[config.mk]
export PLATFORM = sky130hd
export DESIGN_NAME = w3d_mmio_avalon_bridge
export DESIGN_NICKNAME = d
export VERILOG_FILES = /design/src/rtl/w3d_mmio_pkg.sv /design/src/rtl/w3d_mmio_timeout.sv /design/src/rtl/w3d_mmio_avalon_bridge.sv
export SDC_FILE = /design/constraint.sdc
export NUM_CORES = 1
export LEC_CHECK = 0
export ABC_AREA = 1
export CORE_MARGIN = 2
export CORE_UTILIZATION = 49
export DETAILED_ROUTE_END_ITERATION = 6
export GPL_ROUTABILITY_DRIVEN = 0
export GPL_TIMING_DRIVEN = 0
export PLACE_DENSITY = 0.88
export SLEW_MARGIN = 20
export SYNTH_ARGS = -nofsm -noshare
export SYNTH_HDL_FRONTEND = slang
export SYNTH_HIERARCHICAL = 1
export SYNTH_SLANG_ARGS = --single-unit
[constraint.sdc]
create_clock -name clk -period 3.6 [get_ports clk]
set_input_delay 0.72 -clock clk [delete_from_list [all_inputs] [get_ports clk]]
set_output_delay 0.72 -clock clk [all_outputs]
set_load 0.02 [all_outputs]
[src/rtl/w3d_mmio_pkg.sv]
// Shared types and constants for the MMIO-to-Avalon bridge.
package w3d_mmio_pkg;

    typedef enum logic [2:0] {
        IDLE,
        WRITE,
        WRITE_RESP,
        READ,
        READ_WAIT,
        READ_RESP
    } w3d_mmio_state_t;

    localparam logic [31:0] DEFAULT_ERR_DATA = 32'hDEAD_BEEF;

    // Avalon slaves on this board only decode whole words.
    function automatic logic [31:0] word_align(input logic [31:0] addr);
        return {addr[31:2], 2'b00};
    endfunction

endpackage

[src/rtl/w3d_mmio_timeout.sv]
// Access watchdog: counts stalled cycles and flags when the budget is spent.
module w3d_mmio_timeout #(
    parameter int TIMEOUT_CYCLES = 1024
) (
    input  logic clk,
    input  logic rst_n,
    input  logic clr,
    input  logic en,
    output logic expired
);

    localparam int CNT_W = (TIMEOUT_CYCLES > 2) ? $clog2(TIMEOUT_CYCLES) : 1;

    logic [CNT_W-1:0] count;

    assign expired = (count == CNT_W'(TIMEOUT_CYCLES - 1));

    // Saturates at the limit so a late completion never sees a wrapped count.
    always_ff @(posedge clk or negedge rst_n) begin
        if (!rst_n) begin
            count <= '0;
        end else if (clr) begin
            count <= '0;
        end else if (en && !expired) begin
            count <= count + CNT_W'(1);
        end
    end

endmodule

[src/rtl/w3d_mmio_avalon_bridge.sv]
// AXI-Lite subset to single Avalon-MM master, one access in flight, with a
// per-access watchdog so a dead peripheral cannot stall the host bus.
module w3d_mmio_avalon_bridge
    import w3d_mmio_pkg::*;
#(
    parameter int          TIMEOUT_CYCLES = 1024,
    parameter logic [31:0] ERR_DATA       = DEFAULT_ERR_DATA
) (
    input  logic        clk,
    input  logic        rst_n,
    input  logic        s_awvalid,
    output logic        s_awready,
    input  logic [31:0] s_awaddr,
    input  logic        s_wvalid,
    output logic        s_wready,
    input  logic [31:0] s_wdata,
    output logic        s_bvalid,
    input  logic        s_bready,
    input  logic        s_arvalid,
    output logic        s_arready,
    input  logic [31:0] s_araddr,
    output logic        s_rvalid,
    input  logic        s_rready,
    output logic [31:0] s_rdata,
    output logic [31:0] avl_address,
    output logic        avl_read,
    output logic        avl_write,
    output logic [31:0] avl_writedata,
    input  logic        avl_waitrequest,
    input  logic [31:0] avl_readdata,
    input  logic        avl_readdatavalid,
    output logic        timeout_flag
);

    w3d_mmio_state_t state, state_nx;
    logic            tie_last_write, tie_last_write_nx;
    logic [31:0]     address_nx, writedata_nx, rdata_nx;
    logic            read_nx, write_nx, bvalid_nx, rvalid_nx, flag_nx;
    logic            write_req, read_req, grant_write, grant_read;
    logic            tmo_clr, tmo_en, tmo_expired;

    // The tie pointer only moves when both kinds actually contend.
    always_comb begin
        write_req   = s_awvalid & s_wvalid;
        read_req    = s_arvalid;
        grant_write = 1'b0;
        grant_read  = 1'b0;
        if (state == IDLE) begin
            if (write_req && read_req) begin
                grant_write = !tie_last_write;
                grant_read  = tie_last_write;
            end else begin
                grant_write = write_req;
                grant_read  = read_req;
            end
        end
    end

    assign s_awready = grant_write;
    assign s_wready  = grant_write;
    assign s_arready = grant_read;

    assign tmo_clr = (state == IDLE);
    assign tmo_en  = (state == WRITE) || (state == READ) || (state == READ_WAIT);

    w3d_mmio_timeout #(
        .TIMEOUT_CYCLES(TIMEOUT_CYCLES)
    ) u_timeout (
        .clk     (clk),
        .rst_n   (rst_n),
        .clr     (tmo_clr),
        .en      (tmo_en),
        .expired (tmo_expired)
    );

    always_comb begin
        state_nx          = state;
        tie_last_write_nx = tie_last_write;
        address_nx        = avl_address;
        writedata_nx      = avl_writedata;
        rdata_nx          = s_rdata;
        read_nx           = avl_read;
        write_nx          = avl_write;
        bvalid_nx         = s_bvalid;
        rvalid_nx         = s_rvalid;
        flag_nx           = timeout_flag;
        case (state)
            IDLE: begin
                if (write_req && read_req) tie_last_write_nx = grant_write;
                if (grant_write) begin
                    address_nx   = word_align(s_awaddr);
                    writedata_nx = s_wdata;
                    write_nx     = 1'b1;
                    state_nx     = WRITE;
                end else if (grant_read) begin
                    address_nx = word_align(s_araddr);
                    read_nx    = 1'b1;
                    state_nx   = READ;
                end
            end
            WRITE: begin
                // Completion is checked first so it beats a coincident timeout.
                if (!avl_waitrequest || tmo_expired) begin
                    write_nx  = 1'b0;
                    bvalid_nx = 1'b1;
                    state_nx  = WRITE_RESP;
                    if (avl_waitrequest) flag_nx = 1'b1;
                end
            end
            WRITE_RESP: begin
                if (s_bready) begin
                    bvalid_nx = 1'b0;
                    state_nx  = IDLE;
                end
            end
            READ: begin
                if (!avl_waitrequest) begin
                    read_nx = 1'b0;
                    if (avl_readdatavalid) begin
                        rdata_nx  = avl_readdata;
                        rvalid_nx = 1'b1;
                        state_nx  = READ_RESP;
                    end else begin
                        state_nx = READ_WAIT;
                    end
                end else if (tmo_expired) begin
                    read_nx   = 1'b0;
                    rdata_nx  = ERR_DATA;
                    rvalid_nx = 1'b1;
                    flag_nx   = 1'b1;
                    state_nx  = READ_RESP;
                end
            end
            READ_WAIT: begin
                if (avl_readdatavalid) begin
                    rdata_nx  = avl_readdata;
                    rvalid_nx = 1'b1;
                    state_nx  = READ_RESP;
                end else if (tmo_expired) begin
                    rdata_nx  = ERR_DATA;
                    rvalid_nx = 1'b1;
                    flag_nx   = 1'b1;
                    state_nx  = READ_RESP;
                end
            end
            READ_RESP: begin
                if (s_rready) begin
                    rvalid_nx = 1'b0;
                    state_nx  = IDLE;
                end
            end
            default: state_nx = IDLE;
        endcase
    end

    always_ff @(posedge clk or negedge rst_n) begin
        if (!rst_n) begin
            state          <= IDLE;
            tie_last_write <= 1'b0;
            avl_address    <= '0;
            avl_writedata  <= '0;
            avl_read       <= 1'b0;
            avl_write      <= 1'b0;
            s_bvalid       <= 1'b0;
            s_rvalid       <= 1'b0;
            s_rdata        <= '0;
            timeout_flag   <= 1'b0;
        end else begin
            state          <= state_nx;
            tie_last_write <= tie_last_write_nx;
            avl_address    <= address_nx;
            avl_writedata  <= writedata_nx;
            avl_read       <= read_nx;
            avl_write      <= write_nx;
            s_bvalid       <= bvalid_nx;
            s_rvalid       <= rvalid_nx;
            s_rdata        <= rdata_nx;
            timeout_flag   <= flag_nx;
        end
    end

endmodule

==> metrics <==
area growth from synthesis to layout 50.9%; Initial Util between 50% and 60%; Post-Route WL 21500 um; Post-synth EDFFs 0; post-synthesis xor/xnor area fraction 0.136%; Fill cells 930; main combinational cell family by area after synthesis simple AND/OR/NAND/NOR gates; htree depth 4; CTS clk-pin slew, worst paths 0.06 ns; GRT met2 Usage around 51%; CP Max Fanout 11; Reg area 0.00283 mm2; cell taking the most area after synthesis dfrtp_1; WP data arrival 2.72 ns; # hold bufs at CTS 0; clock tree from TritonCTS yes; critical path's slowest cell clkdlybuf4s50_1; DP HPWL 15100 um; clk sinks 113; first-pass GRT wire length between 30000 and 40000 um; GRT Max-Usage Layer met2; DRC viols 0; DIE WIDTH about 120 um; clock insertion delay at the later pin of the skew report about 0.42 ns; # rows between 40 and 50; # diodes 0; Final Cycle Share a little over nine tenths; YS warnings 6; Die ar. 0.0140 mm2; number of DRC markers in iteration 0 783; Crit Path Category input pin to output port; area of the multi-input gates between 0.002 and 0.003 mm2; mux contribution to synthesized area 0%; dominant synthesized flop cell dfrtp_1; outcome finished clean; Hold Path Class input pin to async pin; initial antenna violation count 0; CP cell instances clkdlybuf4s50_1, nand2_1, a21oi_1, nand2_4, inv_4, buf_4, buf_4, clkdlybuf4s50_1; Synth top area share 44.0%; max_cap viols 0; hold violation count in the final report 0; # resized after CTS 0; sequential area share after synthesis 44.0%; Tmin final 3.44 ns; most common cell in the netlist nand2_1; Avg WL per Cell 15.7 um; final setup vio count 0; Critical path origin s_awvalid; element type at the critical path end output port; Core Area approximately 0.013 mm2; remaining antenna violation count after routing 0; post-synthesis adder-cell area fraction less than 1%; nature of the critical path startpoint input pin; Power Dens Cells 820 mW/mm2; #FFs+latches synth 113; Post-Syn Area per Cell 6.90 um2; Top Ports 241; Synth area leaders dfrtp_1 44%, nand2_1 23%, o21ai_0 8.6%; slack of the worst reg-to-reg path 1.42 ns; Tightest Pin Transition a little under 0.6 ns; Max rail drop VDD 0.460 mV; cell count after synthesis just over 900; reg-to-reg startpoint u_timeout/count[0]; Die Height approximately 120 um; post-synth design cell area around 0.0064 mm2; vias per std cell 5.27; final core utilization 76.1%; number of global-route vias before repair 6881; Placement Setup Slack 0.155 ns; pin count of the biggest net entering global routing 63; Vias 7222; list of most frequent post-synthesis cells 396 x nand2_1, 113 x dfrtp_1, 110 x o21ai_0; Max Root-Sink Buffers 2; DR pass1 iterations 6; clock skew 0.00798 ns; share of cells above drive strength 1 under 10%; Simple-Gate Fraction of Synth Area around a third; Tot GR Track Use between 30% and 40%; Fmax between 200 and 300 MHz; Port Buffer Count approximately 230; met1 Track Usage GR 36.5%; FFs w/ async S/R, synth 100%; cts bufs inserted 17; postcts setup bufs 0; grt ovf 0; compound-gate portion of the synthesized area 12.7%; library cells used by synthesis 30; Critical Path Max Stage Delay 0.58 ns; Nets 1324; met3 Track Usage GR 7.92%; CP required 2.88 ns; Relative slew margins 60.5%; Leak Pwr 4.93 nW; RSZ-0062 raised after global routing no; CTS root buf clkbuf_16; Worst Slack Setup Final 0.158 ns; fin. max-slew vios 0
==> per-stage QoR <==
stage	instances	total power, mW	TNS [ns]	instance area (um2)	hold WS [ns]
CTS	1370	7.94	0	9690	0.278
detailed placement	1339	5.95	0	9010	0.455
global placement	1338	5.84	-304.69	8980	0.447
global route	1370	8.39	0	9690	0.302
floorplan	932	4.28	0	6420	0.424
finish	1370	7.95	0	9690	0.268
==> registers in the layout (all words and copies together), names as in the netlist <==
signal and count:
u_timeout/count 10, avl_address 30, avl_write 1, tie_last_write 1, s_rvalid 1, s_bvalid 1, avl_writedata 32, timeout_flag 1
s_rdata 32, state 3, avl_read 1
==> cell usage in the layout, fill, tap and decap left out, drive strengths merged <==
cell type,synthesis,routed
inv,91,92
a21oi,34,34
o21a,1,1
o21bai,1,1
clkinvlp,0,1
o21ai,123,123
nor2,58,58
dfrtp,113,113
clkbuf,16,38
xor2,1,1
nor3,2,2
o22a,1,1
bufinv,0,6
buf,38,40
clkinv,0,1
ha,1,1
clkdlybuf4s50,0,233
conb,1,2
nand3b,3,3
nand2,402,402
nand3,45,45
==> logic make-up (layout without fill, tap and decap cells) <==
kind of cell	count (synthesis)	count (layout)
AOI/OAI and AO/OA	160	160
DFF	113	113
adders and majority gates	1	1
buffers and inverters	145	411
other	1	2
xor gates and xnor gates	1	1
and+or+nand+nor	510	510
==> routing by layer <==
layer | up-vias | routed length, um
li1 | 3407 | -
met1 | 3348 | 8170
met5 | - | 0
met2 | 401 | 10700
met3 | 66 | 1800
met4 | 0 | 867
==> critical path, delay by kind of cell <==
family                 cells  cell delay (ns)
AND/OR/NAND/NOR            2             0.27
buffers and inverters      5             1.49
AO/OA/AOI/OAI              1             0.24
==> worst paths after layout <==
kind,endpoint,cells after the start
setup / recovery,s_wready,8
hold reg to reg,timeout_flag,2
max in group asynchronous,state[0],2
hold / removal,s_rdata[12],1
min in group clk,timeout_flag,2
setup reg to reg,s_rdata[8],14
==> power breakdown <==
part	switching (mW)	internal (mW)	leakage, nW
logic	2.20	1.63	3.17
clock network	0.588	1.35	0.327
registers	0.378	1.81	1.43
total	3.16	4.78	4.93
==> layout make-up <==
type | count | share of cell area (%)
multi-input combinational | 674 | 30.4
sequential | 113 | 29.2
timing repair buffer | 235 | 24.5
clock buffer | 22 | 4.90
inverter | 91 | 3.55
buffer | 54 | 3.23
tap | 172 | 2.22
clock inverter | 9 | 2.08
Power figures use the tool's default switching activity.
